### src/rtl/fu_arbiter.sv
// fu_arbiter: shares one combinational function unit between two requesters.
// Round-robin grant, operand latching, registered result with {Z,C,N,V} flags,
// and a valid/ready response handshake to the granted requester.
// Optional build macro: LOCAL_FLAGS_EN (Z and N derived locally from FU_F).
module fu_arbiter #(
  parameter int unsigned DATA_W = 32,
  parameter int unsigned SH_W   = 5,
  parameter int unsigned FS_W   = 5
) (
  input  logic              CLK,
  input  logic              RESET,
  // requester 0
  input  logic              R0_REQ_VALID,
  output logic              R0_REQ_READY,
  input  logic [DATA_W-1:0] R0_A,
  input  logic [DATA_W-1:0] R0_B,
  input  logic [SH_W-1:0]   R0_SH,
  input  logic [FS_W-1:0]   R0_FS,
  output logic              R0_RSP_VALID,
  input  logic              R0_RSP_READY,
  // requester 1
  input  logic              R1_REQ_VALID,
  output logic              R1_REQ_READY,
  input  logic [DATA_W-1:0] R1_A,
  input  logic [DATA_W-1:0] R1_B,
  input  logic [SH_W-1:0]   R1_SH,
  input  logic [FS_W-1:0]   R1_FS,
  output logic              R1_RSP_VALID,
  input  logic              R1_RSP_READY,
  // shared response
  output logic [DATA_W-1:0] RSP_F,
  output logic [3:0]        RSP_ZCNV,
  output logic              RSP_ERR,
  // function unit side
  output logic [DATA_W-1:0] FU_A,
  output logic [DATA_W-1:0] FU_B,
  output logic [SH_W-1:0]   FU_SH,
  output logic [FS_W-1:0]   FU_FS,
  input  logic [DATA_W-1:0] FU_F,
  input  logic              FU_Z,
  input  logic              FU_C,
  input  logic              FU_N,
  input  logic              FU_V,
  output logic              BUSY
);

  typedef enum logic [1:0] {
    IDLE = 2'd0,
    EXEC = 2'd1,
    RESP = 2'd2
  } state_t;

  // requester encoding for gnt/last: 0 = R0, 1 = R1
  localparam logic SEL_R0 = 1'b0;
  localparam logic SEL_R1 = 1'b1;

  state_t            state_q, state_d;
  logic              gnt_q, last_q;
  logic              grant_c, accept_c, legal_c, rsp_hs_c, gnt_next_c;

  logic [DATA_W-1:0] a_q, b_q;
  logic [SH_W-1:0]   sh_q;
  logic [FS_W-1:0]   fs_q;

  logic [DATA_W-1:0] sel_a_c, sel_b_c;
  logic [SH_W-1:0]   sel_sh_c;
  logic [FS_W-1:0]   sel_fs_c;

  logic [DATA_W-1:0] rsp_f_q;
  logic [3:0]        rsp_zcnv_q;
  logic              rsp_err_q;
  logic              r0_rsp_valid_q, r1_rsp_valid_q, busy_q;

  logic              flag_z_c, flag_n_c;

  // Function-select codes the FU implements; anything else is answered with an error.
  function automatic logic fs_legal(input logic [FS_W-1:0] fs);
    logic ok;
    ok = 1'b0;
    case (fs)
      FS_W'(5'b00000), FS_W'(5'b00010), FS_W'(5'b00101), FS_W'(5'b00111),
      FS_W'(5'b01000), FS_W'(5'b01010), FS_W'(5'b01100), FS_W'(5'b01110),
      FS_W'(5'b10000), FS_W'(5'b10001): ok = 1'b1;
      default:                          ok = 1'b0;
    endcase
    return ok;
  endfunction

  // Round-robin arbitration: a lone requester wins, a tie goes to the one not served last.
  always_comb begin
    grant_c = SEL_R0;
    if (R0_REQ_VALID && R1_REQ_VALID) begin
      grant_c = ~last_q;
    end else if (R1_REQ_VALID) begin
      grant_c = SEL_R1;
    end
  end

  // Operand mux for the requester that would be granted this cycle.
  always_comb begin
    sel_a_c  = R0_A;
    sel_b_c  = R0_B;
    sel_sh_c = R0_SH;
    sel_fs_c = R0_FS;
    if (grant_c == SEL_R1) begin
      sel_a_c  = R1_A;
      sel_b_c  = R1_B;
      sel_sh_c = R1_SH;
      sel_fs_c = R1_FS;
    end
  end

  assign legal_c = fs_legal(sel_fs_c);

  // Next-state and handshake decode.
  always_comb begin
    state_d  = state_q;
    accept_c = 1'b0;
    rsp_hs_c = 1'b0;
    case (state_q)
      IDLE: begin
        if (R0_REQ_VALID || R1_REQ_VALID) begin
          accept_c = 1'b1;
          state_d  = legal_c ? EXEC : RESP;
        end
      end
      EXEC: begin
        state_d = RESP;
      end
      RESP: begin
        rsp_hs_c = (gnt_q == SEL_R1) ? R1_RSP_READY : R0_RSP_READY;
        if (rsp_hs_c) begin
          state_d = IDLE;
        end
      end
      default: begin
        state_d = IDLE;
      end
    endcase
  end

  assign gnt_next_c = accept_c ? grant_c : gnt_q;

  // Accept strobes are combinational so a requester sees acceptance in the same cycle.
  assign R0_REQ_READY = accept_c && (grant_c == SEL_R0);
  assign R1_REQ_READY = accept_c && (grant_c == SEL_R1);

  // Flag sourcing: Z/N optionally recomputed from the result, C/V always from the FU.
`ifdef LOCAL_FLAGS_EN
  assign flag_z_c = (FU_F == '0);
  assign flag_n_c = FU_F[DATA_W-1];
`else
  assign flag_z_c = FU_Z;
  assign flag_n_c = FU_N;
`endif

  // State register.
  always_ff @(posedge CLK) begin
    if (RESET) begin
      state_q <= IDLE;
    end else begin
      state_q <= state_d;
    end
  end

  // Grant of the op in flight and last-served requester for round-robin.
  always_ff @(posedge CLK) begin
    if (RESET) begin
      gnt_q  <= SEL_R0;
      last_q <= SEL_R1;
    end else begin
      if (accept_c) begin
        gnt_q <= grant_c;
      end
      if (rsp_hs_c) begin
        last_q <= gnt_q;
      end
    end
  end

  // Operand latch; illegal ops never reach the FU, so its inputs keep the previous op.
  always_ff @(posedge CLK) begin
    if (RESET) begin
      a_q  <= '0;
      b_q  <= '0;
      sh_q <= '0;
      fs_q <= '0;
    end else if (accept_c && legal_c) begin
      a_q  <= sel_a_c;
      b_q  <= sel_b_c;
      sh_q <= sel_sh_c;
      fs_q <= sel_fs_c;
    end
  end

  assign FU_A  = a_q;
  assign FU_B  = b_q;
  assign FU_SH = sh_q;
  assign FU_FS = fs_q;

  // Result capture: FU output at the end of EXEC, or a zeroed error response.
  always_ff @(posedge CLK) begin
    if (RESET) begin
      rsp_f_q    <= '0;
      rsp_zcnv_q <= '0;
      rsp_err_q  <= 1'b0;
    end else if (accept_c && !legal_c) begin
      rsp_f_q    <= '0;
      rsp_zcnv_q <= '0;
      rsp_err_q  <= 1'b1;
    end else if (state_q == EXEC) begin
      rsp_f_q    <= FU_F;
      rsp_zcnv_q <= {flag_z_c, FU_C, flag_n_c, FU_V};
      rsp_err_q  <= 1'b0;
    end
  end

  assign RSP_F    = rsp_f_q;
  assign RSP_ZCNV = rsp_zcnv_q;
  assign RSP_ERR  = rsp_err_q;

  // Registered response-valid and busy indications, decoded from the next state.
  always_ff @(posedge CLK) begin
    if (RESET) begin
      r0_rsp_valid_q <= 1'b0;
      r1_rsp_valid_q <= 1'b0;
      busy_q         <= 1'b0;
    end else begin
      r0_rsp_valid_q <= (state_d == RESP) && (gnt_next_c == SEL_R0);
      r1_rsp_valid_q <= (state_d == RESP) && (gnt_next_c == SEL_R1);
      busy_q         <= (state_d != IDLE);
    end
  end

  assign R0_RSP_VALID = r0_rsp_valid_q;
  assign R1_RSP_VALID = r1_rsp_valid_q;
  assign BUSY         = busy_q;

endmodule

### config.mk
export PLATFORM = sky130hd
export DESIGN_NAME = fu_arbiter
export DESIGN_NICKNAME = d
export VERILOG_FILES = /design/src/rtl/fu_arbiter.sv
export SDC_FILE = /design/constraint.sdc
export NUM_CORES = 1
export LEC_CHECK = 0
export ABC_AREA = 0
export CORE_ASPECT_RATIO = 0.6
export CORE_UTILIZATION = 34
export CTS_BUF_LIST = sky130_fd_sc_hd__clkbuf_16
export CTS_CLUSTER_DIAMETER = 120
export CTS_CLUSTER_SIZE = 30
export DETAILED_ROUTE_END_ITERATION = 7
export PLACE_DENSITY = 0.77
export SKIP_CTS_REPAIR_TIMING = 1
export SLEW_MARGIN = 0
export SYNTH_ARGS = -nofsm -noshare
export SYNTH_HDL_FRONTEND = slang
export SYNTH_SLANG_ARGS = --single-unit
### constraint.sdc
create_clock -name CLK -period 1.6 [get_ports CLK]
set_clock_uncertainty 0.05 [all_clocks]
set_input_delay 0.24 -clock CLK [delete_from_list [all_inputs] [get_ports CLK]]
set_output_delay 0.24 -clock CLK [all_outputs]
set_load 0.03 [all_outputs]
==> flow_summary.json <==
{
  "rsz0062_at_grt": "true",
  "utilization_pct": 70.3,
  "crit_start": "R1_REQ_VALID",
  "dieArea_um2": 15600,
  "synth-compound-area-share_pct": 20.5,
  "synthSimpleGateAreaFrac_pct": 13.9,
  "die-width_um": 160,
  "post_drt_wl_per_cell_um": 17.3,
  "cp_max_fo": 10,
  "syn_avg_cell_area_um2": 9.49,
  "min_period_ns": 1.89,
  "die_h_um": 97.1,
  "muxShareOfSynthArea_pct": 14.9,
  "comb_power_share_pct": 34.6,
  "finalSetupViolCount": 116,
  "max_stage_delay_ns": 0.47,
  "cp-end-kind": "register",
  "intPower_mw": 7.39,
  "drv_slew": 0,
  "maxCapViolCount": 0,
  "required_ns": 1.83,
  "rr_worst_depth": 8,
  "antenna_cells": 0,
  "clockBufferDepth": 2,
  "met1_length_um": 8110,
  "rrSetupSlack_ns": -0.29,
  "core_area_um2": 14600,
  "grt_pass1_vias": 5062,
  "instances_no_fill": 1099,
  "gp_routability_congestion": 0.813,
  "io_buffers": 305,
  "grt_max_degree": 49,
  "synth_cell_type_count": 30,
  "track_usage_pct": 21.3,
  "critical-path-slowest-cell": "clkdlybuf4s50_1",
  "sequentialPowerShare_pct": 31.0,
  "ant_nets": 0,
  "status": "finished with violations",
  "pwr-share-clk_pct": 34.3,
  "syn-cell-area_um2": 5120,
  "crit_chain": "clkdlybuf4s50_1, a21boi_4, nor2_2, a221oi_4, buf_6, clkbuf_16, buf_4, clkbuf_16, a211oi_1",
  "core.rowCount": 34,
  "path_common_cell": "clkbuf_16",
  "top_layer": "met4",
  "drtIter0Drc": 243,
  "num-nets-final": 1078,
  "synth_top_area_share_pct": 46.1,
  "clkTransAtPathRegs_ns": 0.07,
  "violations": "negative setup slack",
  "io_pins": 306,
  "initial_core_util_pct": 35.1,
  "area_delta_synth_final_pct": 100,
  "min_period_over_period_pct": 118,
  "pwr_density_cell_nw_per_um2": 1080,
  "placed_area_um2": 8630,
  "h-tree-depth": 4,
  "r2r-end": "FU_A[3]$_SDFFE_PP0P_",
  "dr_wl_met3_um": 1380,
  "cts_tree": "built",
  "synthAdderAreaFrac_pct": 0,
  "vias_per_cell": 4.81,
  "drive_gt1_share_pct": 20.8,
  "hold_viol": 0,
  "yosys_warnings": 0,
  "yosysSeqAreaShare_pct": 46.1,
  "synth_xor_area_share_pct": 0,
  "worst_pin_slew_ns": 0.392,
  "remaining_drc_errors": 0,
  "maxSlewHeadroom_pct": 73.9,
  "leakage_nw": 5.63,
  "synth_top_family_by_area": "compound AO/OA/AOI/OAI gates",
  "clk_latency_ns": 0.40,
  "fin_area_um2": 10300,
  "cts_sinks": 118,
  "p_switching_mw": 3.69,
  "hp-class": "in2reg",
  "dp_hpwl_um": 12600,
  "root_buffer": "clkbuf_16",
  "max_freq_ghz": 0.528,
  "firstDrtPassIters": 6,
  "place_inst": 1037,
  "crit_path_start_kind": "input pin",
  "crit_type": "in2reg",
  "finalSetupTns_ns": -24.72,
  "wl_met2_um": 9380,
  "antenna_found_initial": 0,
  "grt_pass1_wl_um": 26100,
  "synth_seq_cells": 118,
  "crit_end": "FU_A[3]$_SDFFE_PP0P_",
  "wl_um": 19000,
  "yosys.area.top_type": "dfxtp_1",
  "switching_share_pct": 33.3,
  "pre_cts_slack_ns": -0.723,
  "synth_nets": 730,
  "max-vdd-ir-drop_uv": 602,
  "numCtsBuffers": 17,
  "worstReg2RegStart": "last_q$_SDFFE_PP1P_",
  "vias": 5282,
  "crit_arrival_ns": 2.12,
  "gr-total-overflow": 0,
  "fin_ws_ns": -0.293,
  "syn-instance-count": 540,
  "synth.area.top_cells": "dfxtp_1 (46%), mux2i_1 (15%), a211oi_2 (9.8%)"
}
[how the worst min path moves through the flow]
stage | cells after the start | endpoint | from
after floorplan | 2 | RSP_F[0]$_SDFFE_PP0N_ | FU_F[0]
after global placement | 2 | RSP_F[12]$_SDFFE_PP0N_ | RSP_F[12]$_SDFFE_PP0N_
after detailed placement | 2 | RSP_F[23]$_SDFFE_PP0N_ | RSP_F[23]$_SDFFE_PP0N_
after CTS | 2 | BUSY$_SDFF_PP0_ | RESET
after global routing | 2 | BUSY$_SDFF_PP0_ | RESET
final | 2 | BUSY$_SDFF_PP0_ | RESET
[sequential cells by signal, summed over array words and instances (netlist names)]
| signal | count |
|---|---|
| gnt_q | 1 |
| R0_RSP_VALID | 1 |
| last_q | 1 |
| RSP_F | 32 |
| FU_A | 32 |
| R1_RSP_VALID | 1 |
| RSP_ERR | 1 |
| FU_FS | 5 |
| state_q | 2 |
| FU_B | 32 |
| BUSY | 1 |
| FU_SH | 5 |
| RSP_ZCNV | 4 |
[cells in the mapped netlist]
cell,n
a211oi_1,33
a211oi_2,40
a21boi_1,1
a21o_1,1
a21oi_1,42
a221oi_1,1
a221oi_2,1
a22o_1,1
a22oi_1,1
and2_1,1
buf_2,15
buf_4,10
buf_6,1
clkbuf_1,20
dfxtp_1,118
mux2_2,1
mux2i_1,75
nand2_1,75
nand2b_1,3
nor2_1,84
nor2b_1,4
nor3_1,2
nor3b_1,1
nor4b_2,2
nor4bb_1,2
o21a_1,1
o21ai_0,1
o21bai_1,1
o22a_1,1
o22ai_1,1
[stage by stage]
step	hold slack (ns)	power, mW
global route	0.0800	11.5
CTS	0.0618	10.6
detailed placement	0.397	6.84
finish	0.0844	11.1
global placement	0.391	6.80
floorplan	0.326	5.28
[per-layer routing]
layer	vias to the layer above	track usage, %
li1	2607	-
met1	2475	25.0
met2	187	36.6
met3	13	7.17
met4	0	6.59
met5	-	0
[worst max-delay path, delay by kind of cell]
family | cells | cell delay [ns]
compound gates | 3 | 0.69
buf+inv | 5 | 1.08
simple gates | 1 | 0.09
[cells in the final DEF (no fill, tap or decap), drive strengths merged]
master,instances
clkdlybuf4s50,179
dlymetal6s2s,123
dfxtp,118
nor2,84
nand2,75
mux2i,75
a211oi,73
buf,62
a21oi,42
clkbuf,28
inv,11
nor2b,4
nand2b,3
clkinvlp,3
nor4bb,2
nor3,2
nor4b,2
a221oi,2
a21boi,1
o21ai,1
and2,1
o21a,1
a22o,1
a21o,1
o21bai,1
mux2,1
o22ai,1
a22oi,1
nor3b,1
o22a,1
bufinv,1
[cell type report]
type                       count  area (um2)
fill                        1091        4330
timing repair buffer         375        4320
multi-input combinational    376        2750
sequential                   118        2360
clock buffer                  17         425
tap                          198         248
clock inverter                15         156
[cells by family (layout without fill, tap and decap cells)]
kind of cell / Yosys count / after routing
simple gates: 174 / 174
buf+inv: 46 / 407
mux: 76 / 76
flops: 118 / 118
compound gates: 126 / 126
[power groups by stage]
stage	logic, mW	clock network, mW	registers, mW
floorplan	1.18	0	4.10
global placement	3.31	0	3.49
detailed placement	3.34	0	3.50
CTS	3.35	3.85	3.44
global route	4.04	4.00	3.48
finish	3.84	3.80	3.44
Power figures use the tool's default switching activity.
